$ cat config.mk
export PLATFORM = sky130hd
export DESIGN_NAME = alu_md
export DESIGN_NICKNAME = d
export VERILOG_FILES = /design/src/rtl/alu_md.sv
export SDC_FILE = /design/constraint.sdc
export NUM_CORES = 1
export LEC_CHECK = 0
export CAP_MARGIN = 40
export CORE_MARGIN = 4
export CORE_UTILIZATION = 61
export DETAILED_ROUTE_END_ITERATION = 10
export GPL_TIMING_DRIVEN = 0
export PLACE_DENSITY = 0.82
export SYNTH_ARGS = -nofsm -noshare
export SYNTH_HDL_FRONTEND = slang
export SYNTH_SLANG_ARGS = --single-unit
$ cat constraint.sdc
create_clock -name clk -period 7.49 [get_ports clk]
set_input_delay 1.498 -clock clk [delete_from_list [all_inputs] [get_ports clk]]
set_output_delay 1.498 -clock clk [all_outputs]
set_load 0.03 [all_outputs]
$ cat src/rtl/alu_md.sv
// Iterative multiply/divide unit with HI/LO registers (MIPS-style mult/div/mfhi/mflo/mthi/mtlo).
// Multiply is shift-add, divide is restoring, both one bit per cycle on operand magnitudes,
// with sign correction applied in a single FIX cycle before HI/LO are written.
`timescale 1ns/1ps
module alu_md #(
   parameter int unsigned DWIDTH = 32,
   parameter int unsigned CWIDTH = $clog2(DWIDTH) + 1
) (
   input  logic              clk,
   input  logic              rst,
   input  logic              m_i_valid,
   input  logic [4:0]        m_i_funct,
   input  logic [DWIDTH-1:0] m_i_data_rs,
   input  logic [DWIDTH-1:0] m_i_data_rt,
   input  logic              m_i_flush,
   output logic              m_o_busy,
   output logic              m_o_stall,
   output logic [DWIDTH-1:0] m_o_value,
   output logic              m_o_value_valid,
   output logic              m_o_done,
   output logic              m_o_div_zero
);

   localparam logic [4:0] FnMult  = 5'd20;
   localparam logic [4:0] FnMultu = 5'd21;
   localparam logic [4:0] FnDiv   = 5'd22;
   localparam logic [4:0] FnDivu  = 5'd23;
   localparam logic [4:0] FnMfhi  = 5'd24;
   localparam logic [4:0] FnMflo  = 5'd25;
   localparam logic [4:0] FnMthi  = 5'd26;
   localparam logic [4:0] FnMtlo  = 5'd27;
   localparam logic [CWIDTH-1:0] CntLast = CWIDTH'(DWIDTH);

   typedef enum logic [1:0] {StIdle, StMul, StDiv, StFix} state_e;

   state_e                state_q;
   logic [DWIDTH-1:0]     hi_q, lo_q, dvs_q, value_q;
   logic [2*DWIDTH-1:0]   acc_q;
   logic [CWIDTH-1:0]     cnt_q;
   logic                  neg_q, neg_rem_q, is_mul_q, div0_pend_q;
   logic                  busy_q, done_q, value_valid_q, div_zero_q;

   logic                  op_valid, accept, signed_op, rs_neg, rt_neg;
   logic [DWIDTH-1:0]     rs_mag, rt_mag, fix_hi, fix_lo;
   logic [DWIDTH:0]       mul_sum, div_diff;
   logic [2*DWIDTH-1:0]   mul_next, div_next, prod_fix;
   logic [CWIDTH-1:0]     cnt_inc;

   assign op_valid  = (m_i_funct >= FnMult) && (m_i_funct <= FnMtlo);
   assign accept    = m_i_valid & op_valid & ~busy_q & ~m_i_flush;
   assign m_o_stall = m_i_valid & op_valid & busy_q;

   assign m_o_busy        = busy_q;
   assign m_o_value       = value_q;
   assign m_o_value_valid = value_valid_q;
   assign m_o_done        = done_q;
   assign m_o_div_zero    = div_zero_q;

   // Operand magnitudes, iteration datapath and FIX-cycle sign correction
   always_comb begin
      signed_op = (m_i_funct == FnMult) || (m_i_funct == FnDiv);
      rs_neg    = signed_op & m_i_data_rs[DWIDTH-1];
      rt_neg    = signed_op & m_i_data_rt[DWIDTH-1];
      rs_mag    = rs_neg ? -m_i_data_rs : m_i_data_rs;
      rt_mag    = rt_neg ? -m_i_data_rt : m_i_data_rt;
      cnt_inc   = cnt_q + CWIDTH'(1);
      // Shift-add: upper half accumulates the multiplicand, carry enters at the top on shift
      mul_sum   = {1'b0, acc_q[2*DWIDTH-1:DWIDTH]} + {1'b0, dvs_q};
      mul_next  = acc_q[0] ? {mul_sum, acc_q[DWIDTH-1:1]} : {1'b0, acc_q[2*DWIDTH-1:1]};
      // Restoring divide: partial remainder is the top DWIDTH+1 bits after a left shift
      div_diff  = acc_q[2*DWIDTH-1:DWIDTH-1] - {1'b0, dvs_q};
      div_next  = div_diff[DWIDTH] ? {acc_q[2*DWIDTH-2:0], 1'b0}
                                   : {div_diff[DWIDTH-1:0], acc_q[DWIDTH-2:0], 1'b1};
      prod_fix  = neg_q ? -acc_q : acc_q;
      if (is_mul_q) begin
         fix_hi = prod_fix[2*DWIDTH-1:DWIDTH];
         fix_lo = prod_fix[DWIDTH-1:0];
      end else begin
         fix_hi = neg_rem_q ? -acc_q[2*DWIDTH-1:DWIDTH] : acc_q[2*DWIDTH-1:DWIDTH];
         fix_lo = neg_q ? -acc_q[DWIDTH-1:0] : acc_q[DWIDTH-1:0];
      end
   end

   // Control FSM with HI/LO, iteration state and registered outputs
   always_ff @(posedge clk or negedge rst) begin
      if (!rst) begin
         state_q       <= StIdle;
         hi_q          <= '0;
         lo_q          <= '0;
         dvs_q         <= '0;
         acc_q         <= '0;
         cnt_q         <= '0;
         neg_q         <= 1'b0;
         neg_rem_q     <= 1'b0;
         is_mul_q      <= 1'b0;
         div0_pend_q   <= 1'b0;
         busy_q        <= 1'b0;
         done_q        <= 1'b0;
         value_q       <= '0;
         value_valid_q <= 1'b0;
         div_zero_q    <= 1'b0;
      end else begin
         done_q        <= 1'b0;
         value_valid_q <= 1'b0;
         unique case (state_q)
            StIdle: begin
               if (accept) begin
                  div_zero_q <= 1'b0;
                  case (m_i_funct)
                     FnMult, FnMultu: begin
                        state_q  <= StMul;
                        busy_q   <= 1'b1;
                        cnt_q    <= '0;
                        acc_q    <= {{DWIDTH{1'b0}}, rt_mag};
                        dvs_q    <= rs_mag;
                        neg_q    <= rs_neg ^ rt_neg;
                        is_mul_q <= 1'b1;
                     end
                     FnDiv, FnDivu: begin
                        busy_q   <= 1'b1;
                        cnt_q    <= '0;
                        is_mul_q <= 1'b0;
                        if (m_i_data_rt == '0) begin
                           // Skip iteration; FIX writes the raw dividend and all-ones quotient
                           state_q     <= StFix;
                           acc_q       <= {m_i_data_rs, {DWIDTH{1'b1}}};
                           neg_q       <= 1'b0;
                           neg_rem_q   <= 1'b0;
                           div0_pend_q <= 1'b1;
                        end else begin
                           state_q     <= StDiv;
                           acc_q       <= {{DWIDTH{1'b0}}, rs_mag};
                           dvs_q       <= rt_mag;
                           neg_q       <= rs_neg ^ rt_neg;
                           neg_rem_q   <= rs_neg;
                           div0_pend_q <= 1'b0;
                        end
                     end
                     FnMfhi: begin
                        value_q       <= hi_q;
                        value_valid_q <= 1'b1;
                     end
                     FnMflo: begin
                        value_q       <= lo_q;
                        value_valid_q <= 1'b1;
                     end
                     FnMthi:  hi_q <= m_i_data_rs;
                     FnMtlo:  lo_q <= m_i_data_rs;
                     default: ;
                  endcase
               end
            end
            StMul, StDiv: begin
               if (m_i_flush) begin
                  state_q <= StIdle;
                  busy_q  <= 1'b0;
               end else begin
                  acc_q <= (state_q == StMul) ? mul_next : div_next;
                  cnt_q <= cnt_inc;
                  if (cnt_inc == CntLast) state_q <= StFix;
               end
            end
            StFix: begin
               state_q <= StIdle;
               busy_q  <= 1'b0;
               if (!m_i_flush) begin
                  hi_q       <= fix_hi;
                  lo_q       <= fix_lo;
                  done_q     <= 1'b1;
                  div_zero_q <= div0_pend_q;
               end
            end
            default: begin
               state_q <= StIdle;
               busy_q  <= 1'b0;
            end
         endcase
      end
   end

endmodule

## Word level (Yosys, flattened, before mapping)

Index checks and enable logic that the tools add are counted.

- Input port bits: 73
- Output and inout port bits: 37
- Word-level logic and storage cells: 133
- Flip-flop bits (word level): 208

- Bitwise operators: 9
- Eq/ne operators: 22
- $add $sub $neg: 8
- Magnitude comparators: 2
- Mux-type cells: 53
- Reductions and logical operators: 24

Operators by type and width:

| cell | number |
|---|---|
| $mux 64 | 7 |
| $mux 32 | 13 |
| $pmux 32 s2 | 4 |
| $pmux 64 s2 | 2 |
| $neg 32->32 | 4 |
| $neg 64->64 | 1 |
| $eq 5x5->1 const B | 8 |
| $add 32x32->33 | 1 |
| $sub 33x32->33 | 1 |
| $logic_not 32->1 | 1 |
| $reduce_and 4->1 | 5 |
| $mux 6 | 3 |
| $reduce_and 3->1 | 6 |
| $mux 1 | 14 |
| $ne 2x2->1 const B | 6 |
| $pmux 6 s2 | 1 |
| $reduce_bool 2->1 | 4 |
| $reduce_or 2->1 | 4 |
| $add 6x1->6 const B | 1 |
| $and 1x1->1 | 6 |
| $eq 6x6->1 const B | 1 |
| $mux 2 | 3 |
| $pmux 1 s2 | 3 |
| $pmux 2 s3 | 1 |
| other kinds (15) | 18 |

## Logic depth before layout (Yosys ltp)

Gate-level depths: netlist of the first run.

- Depth in word-level cells: 8
- Depth in mapped cells: 15
- Gate-level depth less buffers: 13

## Least setup slack after synthesis of the first run

Ideal clock, no wire load.

- Path type: input -> register
- Start: input m_i_data_rt[19]
- End: register acc_q[44]
- Required time: 7.413 ns
- Buffers on the path: 2
- Slack: 3.715 ns
- Data arrival time: 3.698 ns
- Stages: 11
- Cell sequence: or3_1 nor3_2 nor3b_1 nand3_1 or3_1 buf_2 nor2_4 buf_4 a21oi_1 a221o_1 a21oi_1

- Longest elaborated chain between the ends: 5

RTL lines:

| element | line | text |
|---|---|---|
| start: declaration | 14 | `input logic [DWIDTH-1:0] m_i_data_rt,` |
| $logic_not 32->1 | 123 | `if (m_i_data_rt == '0) begin` |
| $mux 64 | 123 |  |
| $pmux 64 s2 | 109 | `case (m_i_funct)` |
| $mux 64 | 107 | `if (accept) begin` |
| $pmux 64 s2 | 105 | `unique case (state_q)` |
| end signal: assignment | 114 | `acc_q <= {{DWIDTH{1'b0}}, rt_mag};` |
| end signal: assignment | 126 | `acc_q <= {m_i_data_rs, {DWIDTH{1'b1}}};` |
| end signal: assignment | 132 | `acc_q <= {{DWIDTH{1'b0}}, rs_mag};` |
| end: declaration | 38 | `logic [2*DWIDTH-1:0] acc_q;` |

No other way between the ends. The select of a mux whose other input is x is not followed.
A chain may end at the register's enable or synchronous reset.

## Worst setup path in the final report of the first run

- Start: input m_i_data_rt[5]
- End: register dvs_q[27]

- Longest elaborated chain between the ends: 4

RTL lines:

| element | line | text |
|---|---|---|
| $neg 32->32 | 65 | `rt_mag = rt_neg ? -m_i_data_rt : m_i_data_rt;` |
| $mux 32 | 65 |  |
| $mux 32 | 123 |  |
| $pmux 32 s2 | 109 |  |
| end signal: assignment | 115 | `dvs_q <= rs_mag;` |
| end signal: assignment | 133 | `dvs_q <= rt_mag;` |
| end: declaration | 37 | `logic [DWIDTH-1:0] hi_q, lo_q, dvs_q, value_q;` |

Several ways; a longest one is shown, not always the timed one. The select of a mux whose other input is x is not followed.

==> load_flow_metrics.sql, run 1 <==
INSERT INTO impl_metrics (metric_group, metric, value, unit) VALUES
('power_and_ir_drop', 'irDropWorstVdd', '0.323', 'mV'),
('global_route', 'first_global_vias', '17300', ''),
('timing', 'highest_clock_frequency_the_design_can_meet', '199', 'MHz'),
('timing', 'worst_clock_skew', '9.25', 'ps'),
('timing', 'period_minus_slack', '5030', 'ps'),
('floorplanning', 'pin_count', '110', ''),
('yosys', 'synth_ff_type', 'sky130_fd_sc_hd__dfrtp_1', ''),
('place', 'routability_congestion_estimate', '1.12', ''),
('timing', 'min_hold_slack', '481', 'ps'),
('route', 'route.antenna.remaining_nets', '0', ''),
('clock_tree', 'cts-resized-gates', '0', ''),
('clock_tree', 'clock_sinks', '208', ''),
('floorplanning', 'core_region_area', '0.0279', 'mm²'),
('clock_tree', 'cts_tree', 'yes', ''),
('min_path', 'min-delay-path-class', 'flip-flop to flip-flop', ''),
('clock_tree', 'cts-htree-levels', '1', ''),
('clock_tree', 'path_clk_slew', '60', 'ps'),
('clock_tree', 'number_of_buffers_inserted_for_hold_repair_after_clock_tree_synthesis', '0', ''),
('timing', 'layout_worst_path_cycle_share', '0.672', ''),
('route', 'drc', '0', ''),
('yosys', 'synth_fp_nets', '2355', ''),
('setup_path', 'path_class', 'input port to flip-flop', ''),
('min_path', 'timing.hold.worst_path_depth', '2', ''),
('cells_and_area', 'layout-drive-gt1-share', '0.0501', ''),
('yosys', 'yosysUniqueCellTypes', '82', ''),
('global_route', 'pin_count_of_the_biggest_net_entering_global_routing', '114', ''),
('setup_path', 'critPathArrivalTime', '5420', 'ps'),
('place', 'hpwlAfterDp', '52700', 'µm'),
('yosys', 'synth_edf_count', '0', ''),
('cells_and_area', 'fin_cells', '2732', ''),
('cells_and_area', 'post-route-util', '0.705', ''),
('setup_path', 'end_kind', 'flip-flop', ''),
('min_path', 'hold_start', 'lo_q[3]', ''),
('yosys', 'yosys.area.top_type_share', '0.302', ''),
('route', 'drt_wl_total', '69100', 'µm'),
('timing', 'rsz0062_at_grt', 'no', ''),
('cells_and_area', 'fin_nets', '2488', ''),
('timing', 'timing.max_slew.rel_slack', '0.410', ''),
('floorplanning', 'fp.dieArea', '0.0310', 'mm²'),
('route', 'routedWlPerCell', '25.3', 'µm'),
('flow_run', 'cap_violations', '0', ''),
('route', 'number_of_vias_after_detailed_routing', '18500', ''),
('floorplanning', 'floorplan.initialDensity', '0.619', ''),
('clock_tree', 'cts-buffers-inserted', '24', ''),
('setup_path', 'critical_path_required', '7870', 'ps'),
('floorplanning', 'die_height', '176', 'µm'),
('timing', 'drv_slew', '0', ''),
('min_path', 'hold_path_end', 'lo_q[3]', ''),
('timing', 'max_slew.worst_pin.slew', '882', 'ps'),
('route', 'drtIter0Drc', '2566', ''),
('yosys', 'async_reset_ff_frac', '1.00', ''),
('place', 'dp.cells', '2691', ''),
('clock_tree', 'clock_tree.root_cell', 'sky130_fd_sc_hd__clkbuf_16', ''),
('global_route', 'grt.overflow.total', '0', ''),
('yosys', 'synth_cells', '2207', ''),
('clock_tree', 'worstSkewPairLatency', '540', 'ps'),
('outcome', 'result_of_the_run', 'finished clean', ''),
('setup_path', 'critical_path_peak_fanout', '10', ''),
('global_route', 'initial_antenna_violation_count', '0', ''),
('setup_path', 'timing.critical_path.from_type', 'input port', ''),
('yosys', 'synth-seq-area-share', '0.302', ''),
('cells_and_area', 'final_common_cell', 'sky130_fd_sc_hd__nand2_1', ''),
('clock_tree', 'cts.repair_timing.setup_buffer_count', '0', ''),
('yosys', 'ys_top_cells_by_area', 'sky130_fd_sc_hd__dfrtp_1, sky130_fd_sc_hd__o21ai_0, sky130_fd_sc_hd__a21oi_1', ''),
('yosys', 'post_synthesis_cell_type_with_the_largest_combined_area', 'sky130_fd_sc_hd__dfrtp_1', ''),
('route', 'avgViaCountPerCell', '6.76', ''),
('place', 'port_buffers', '102', ''),
('global_route', 'grt_usage', '0.433', ''),
('yosys', 'avg_cell_area_syn', '7.81', 'µm²'),
('timing', 'setup_viol', '0', ''),
('yosys', 'syn-cell-area', '0.0172', 'mm²');
-- cell type report --
type	instances	area [µm²]
Tap cell	378	473
Fill cell	2379	8230
Sequential cell	208	5200
Inverter	61	229
Clock inverter	8	151
Multi-Input combinational cell	1805	11300
Timing Repair Buffer	107	1080
Clock buffer	32	681
Buffer	133	528
-- where the power goes --
| group | internal (W) | switching [W] |
|---|---|---|
| clock network | 0.000771 | 0.000501 |
| registers | 0.00156 | 0.000619 |
| logic | 0.00220 | 0.00371 |
| total | 0.00453 | 0.00483 |
-- worst max-delay path by stage --
stage          cells past startpoint  slack, ps       startpoint   endpoint
6_report                           9       2460   m_i_data_rt[5]  dvs_q[27]
3_5_place_dp                       9       2050   m_i_data_rt[5]  dvs_q[27]
4_1_cts                            9       2600   m_i_data_rt[5]  dvs_q[27]
3_3_place_gp                       1      -3690              rst  dvs_q[17]
5_1_grt                           10       2260  m_i_data_rt[19]  dvs_q[27]
2_1_floorplan                     11       3710  m_i_data_rt[19]  acc_q[44]
-- worst max-delay path: stages --
cell and delay (ps):
sky130_fd_sc_hd__clkdlybuf4s50_1 490, sky130_fd_sc_hd__or4_1 620, sky130_fd_sc_hd__nor2_1 320, sky130_fd_sc_hd__nand3_1 260, sky130_fd_sc_hd__nor3_2 530, sky130_fd_sc_hd__a21o_1 200, sky130_fd_sc_hd__clkbuf_1 540, sky130_fd_sc_hd__clkbuf_1 720
sky130_fd_sc_hd__o21ai_0 220
-- cell usage after synthesis (5+ instances only) --
| cell type | count |
|---|---|
| sky130_fd_sc_hd__inv_1 | 61 |
| sky130_fd_sc_hd__a31o_2 | 6 |
| sky130_fd_sc_hd__o21ai_0 | 246 |
| sky130_fd_sc_hd__nand4_1 | 14 |
| sky130_fd_sc_hd__nand3_1 | 26 |
| sky130_fd_sc_hd__ha_1 | 73 |
| sky130_fd_sc_hd__mux2i_1 | 76 |
| sky130_fd_sc_hd__and2_1 | 11 |
| sky130_fd_sc_hd__a31oi_1 | 21 |
| sky130_fd_sc_hd__or3_1 | 21 |
| sky130_fd_sc_hd__nand3b_1 | 7 |
| sky130_fd_sc_hd__nor2_1 | 197 |
| sky130_fd_sc_hd__nor3_1 | 44 |
| sky130_fd_sc_hd__nor2b_1 | 17 |
| sky130_fd_sc_hd__dfrtp_1 | 208 |
| sky130_fd_sc_hd__a221o_1 | 8 |
| sky130_fd_sc_hd__o21a_1 | 10 |
| sky130_fd_sc_hd__buf_1 | 14 |
| sky130_fd_sc_hd__nand2_1 | 298 |
| sky130_fd_sc_hd__o221ai_1 | 5 |
| sky130_fd_sc_hd__o41ai_1 | 9 |
| sky130_fd_sc_hd__clkbuf_1 | 105 |
| sky130_fd_sc_hd__o211ai_1 | 17 |
| sky130_fd_sc_hd__a211oi_1 | 44 |
| sky130_fd_sc_hd__o31ai_1 | 32 |
| sky130_fd_sc_hd__xnor2_1 | 79 |
| sky130_fd_sc_hd__nand2b_1 | 16 |
| sky130_fd_sc_hd__mux2_2 | 34 |
| sky130_fd_sc_hd__buf_2 | 9 |
| sky130_fd_sc_hd__o21bai_1 | 9 |
| sky130_fd_sc_hd__xor2_1 | 94 |
| sky130_fd_sc_hd__a21o_1 | 45 |
| sky130_fd_sc_hd__a21oi_1 | 224 |
| sky130_fd_sc_hd__or4_1 | 9 |
| sky130_fd_sc_hd__a22oi_1 | 11 |
| sky130_fd_sc_hd__nor4_1 | 6 |
| sky130_fd_sc_hd__and3_1 | 15 |
-- cells by family (layout without fill, tap and decap cells) --
kind of cell,after synthesis,count (layout),synth area share
AO/OA/AOI/OAI,740,740,0.259
AND/OR/NAND/NOR,707,707,0.186
flip-flops,208,208,0.302
buffers and inverters,194,341,0.0439
XOR/XNOR,173,173,0.0879
multiplexers,110,110,0.0663
adder cells (fa/ha/maj),75,75,0.0553
-- routing by layer --
| layer | share of wire | GRT usage | vias to the layer above |
|---|---|---|---|
| met5 | 0 | 0 | - |
| met2 | 0.41 | 0.647 | 1362 |
| li1 | - | - | 8179 |
| met1 | 0.36 | 0.554 | 8579 |
| met3 | 0.14 | 0.123 | 337 |
| met4 | 0.086 | 0.271 | 0 |
-- sequential cells by signal, summed over array words and instances (netlist names) --
| name | count |
|---|---|
| m_o_done | 1 |
| lo_q | 32 |
| neg_q | 1 |
| m_o_busy | 1 |
| m_o_value_valid | 1 |
| is_mul_q | 1 |
| state_q | 2 |
| hi_q | 32 |
| acc_q | 64 |
| m_o_div_zero | 1 |
| dvs_q | 32 |
| div0_pend_q | 1 |
| neg_rem_q | 1 |
| cnt_q | 6 |
| m_o_value | 32 |
-- stage by stage --
stage | setup slack, ps | cell area, µm² | total power [W] | setup TNS, ps
global placement | -3690 | 18700 | 0.00762 | -762090
global route | 2260 | 19600 | 0.00984 | 0
floorplan | 3710 | 17200 | 0.00598 | 0
finish | 2460 | 19600 | 0.00936 | 0
detailed placement | 2050 | 18800 | 0.00776 | 0
CTS | 2600 | 19600 | 0.00906 | 0
Power figures use the tool's default switching activity.
==> run 2: changes to the inputs <==
clock period = 5.2 ns   (was 7.49 ns; I/O delays follow)
==> load_flow_metrics.sql, run 2 (synthesis gave the netlist of run 1 again) <==
INSERT INTO impl_metrics (metric_group, metric, value, unit) VALUES
('setup_path', 'critical_path_required', '5580', 'ps'),
('cells_and_area', 'fin_nets', '2488', ''),
('route', 'number_of_vias_after_detailed_routing', '18400', ''),
('cells_and_area', 'largest_register_ffs', '64', ''),
('floorplanning', 'core_region_area', '0.0279', 'mm²'),
('clock_tree', 'number_of_buffers_inserted_for_hold_repair_after_clock_tree_synthesis', '0', ''),
('global_route', 'initial_antenna_violation_count', '0', ''),
('flow_run', 'cap_violations', '0', ''),
('cells_and_area', 'diodes', '0', ''),
('cells_and_area', 'largest-register', 'acc_q', ''),
('floorplanning', 'floorplan.initialDensity', '0.619', ''),
('setup_path', 'end_kind', 'flip-flop', ''),
('global_route', 'first_global_vias', '17300', ''),
('outcome', 'result_of_the_run', 'finished clean', ''),
('setup_path', 'reg2reg_depth', '12', ''),
('timing', 'final_critical_path_setup_slack', '624', 'ps'),
('power_and_ir_drop', 'power_leakage', '8.52', 'nW'),
('floorplanning', 'die_w', '176', 'µm'),
('clock_tree', 'clock_sinks', '208', ''),
('global_route', 'pin_count_of_the_biggest_net_entering_global_routing', '114', ''),
('setup_path', 'critPathArrivalTime', '4960', 'ps'),
('timing', 'drv_slew', '0', ''),
('power_and_ir_drop', 'irDropWorstVdd', '0.470', 'mV'),
('timing', 'hold_viol', '0', ''),
('floorplanning', 'pin_count', '110', ''),
('route', 'avgViaCountPerCell', '6.73', ''),
('place', 'hpwlAfterDp', '52700', 'µm'),
('route', 'routedWlPerCell', '25.3', 'µm'),
('timing', 'highest_clock_frequency_the_design_can_meet', '219', 'MHz'),
('setup_path', 'path_class', 'input port to flip-flop', ''),
('floorplanning', 'number_of_cell_rows', '61', ''),
('min_path', 'min-delay-path-class', 'input port to async pin', ''),
('timing', 'max_slew.worst_pin.slew', '883', 'ps'),
('place', 'routability_congestion_estimate', '1.12', ''),
('route', 'drt_wl_total', '69100', 'µm'),
('cells_and_area', 'layout-drive-gt1-share', '0.0501', ''),
('clock_tree', 'worstSkewPairLatency', '550', 'ps'),
('timing', 'setup_viol', '0', ''),
('route', 'top_signal_layer_used', 'met4', ''),
('timing', 'rsz0062_at_grt', 'no', ''),
('route', 'route.layer.met1.wl', '25300', 'µm'),
('route', 'met2_length', '28800', 'µm'),
('global_route', 'grt.overflow.total', '0', ''),
('timing', 'period_minus_slack', '4580', 'ps'),
('timing', 'worst_clock_skew', '14.2', 'ps'),
('floorplanning', 'die_height', '176', 'µm'),
('clock_tree', 'cts-resized-gates', '0', ''),
('floorplanning', 'fp.dieArea', '0.0310', 'mm²'),
('route', 'route.antenna.remaining_nets', '0', ''),
('setup_path', 'timing.critical_path.from_type', 'input port', ''),
('route', 'drt_pass1_iterations', '8', ''),
('global_route', 'grt_usage', '0.433', ''),
('clock_tree', 'clock_tree.root_cell', 'sky130_fd_sc_hd__clkbuf_16', ''),
('clock_tree', 'cts.repair_timing.setup_buffer_count', '0', ''),
('place', 'port_buffers', '102', ''),
('place', 'place_ws', '220', 'ps'),
('clock_tree', 'cts-htree-levels', '1', ''),
('route', 'routed_met3_length', '9360', 'µm'),
('clock_tree', 'path_clk_slew', '60', 'ps'),
('clock_tree', 'cts_tree', 'yes', ''),
('route', 'drc', '0', ''),
('setup_path', 'critical_path_peak_fanout', '10', ''),
('clock_tree', 'ctsLongestPathBuffers', '3', ''),
('cells_and_area', 'area_growth_synth_to_finish', '13.9', '%'),
('timing', 'layout_worst_path_cycle_share', '0.880', ''),
('global_route', 'first_pass_grt_wire_length', '103000', 'µm'),
('clock_tree', 'cts-buffers-inserted', '24', ''),
('cells_and_area', 'commonest_non_fill_non_tap_cells_in_the_layout', 'sky130_fd_sc_hd__nand2_1, sky130_fd_sc_hd__o21ai_0, sky130_fd_sc_hd__a21oi_1, sky130_fd_sc_hd__dfrtp_1, sky130_fd_sc_hd__nor2_1', ''),
('route', 'drtIter0Drc', '2402', ''),
('timing', 'min_hold_slack', '462', 'ps'),
('cells_and_area', 'final_common_cell', 'sky130_fd_sc_hd__nand2_1', ''),
('power_and_ir_drop', 'power_density', '686', 'mW/mm²'),
('timing', 'timing.max_slew.rel_slack', '0.410', '');
==> run 2: cell counts in the layout (fill, tap and decap cells not counted) <==
Identical to the previous run, type by type.
==> run 2: cell type report <==
| type | count | area (µm²) |
|---|---|---|
| multi-input combinational | 1805 | 11300 |
| fill | 2379 | 8230 |
| sequential | 208 | 5200 |
| timing repair buffer | 107 | 1080 |
| clock buffer | 32 | 681 |
| buffer | 133 | 528 |
| tap | 378 | 473 |
| inverter | 61 | 229 |
| clock inverter | 8 | 151 |
==> run 2: final timing paths <==
path                                start      endpoint  slack, ps
setup / recovery           m_i_data_rt[5]     dvs_q[27]        620
min in group clk                  lo_q[3]       lo_q[3]        480
setup reg to reg                acc_q[32]     acc_q[61]        980
hold / removal                        rst  m_o_value[3]        460
hold reg to reg                   lo_q[3]       lo_q[3]        480
max in group asynchronous             rst     dvs_q[15]       3650
==> run 2: critical path, stage by stage <==
cell                              delay [ps]
sky130_fd_sc_hd__clkdlybuf4s50_1         490
sky130_fd_sc_hd__or4_1                   620
sky130_fd_sc_hd__nor2_1                  310
sky130_fd_sc_hd__nand3_1                 250
sky130_fd_sc_hd__nor3_2                  540
sky130_fd_sc_hd__a21o_1                  200
sky130_fd_sc_hd__clkbuf_1                540
sky130_fd_sc_hd__clkbuf_1                730
sky130_fd_sc_hd__o21ai_0                 220
==> run 2: metal layers <==
layer / vias up / GRT usage
met3: 309 / 0.123
met1: 8579 / 0.553
met4: 0 / 0.273
li1: 8177 / -
met5: - / 0
met2: 1311 / 0.647
==> run 2: per-stage QoR <==
step | util | std cells | area [µm²] | total power, W | TNS (ps)
2_1_floorplan | - | 2207 | 17200 | 0.00861 | 0
3_3_place_gp | 0.672 | 2687 | 18700 | 0.0110 | -1143150
3_5_place_dp | 0.674 | 2691 | 18800 | 0.0112 | 0
4_1_cts | 0.704 | 2731 | 19600 | 0.0130 | 0
5_1_grt | 0.705 | 2732 | 19600 | 0.0142 | 0
6_report | 0.705 | 2732 | 19600 | 0.0135 | 0
==> run 2: power by group <==
| part | switching (W) | internal, W |
|---|---|---|
| logic | 0.00533 | 0.00317 |
| registers | 0.000892 | 0.00224 |
| clock network | 0.000721 | 0.00111 |
| total | 0.00695 | 0.00652 |
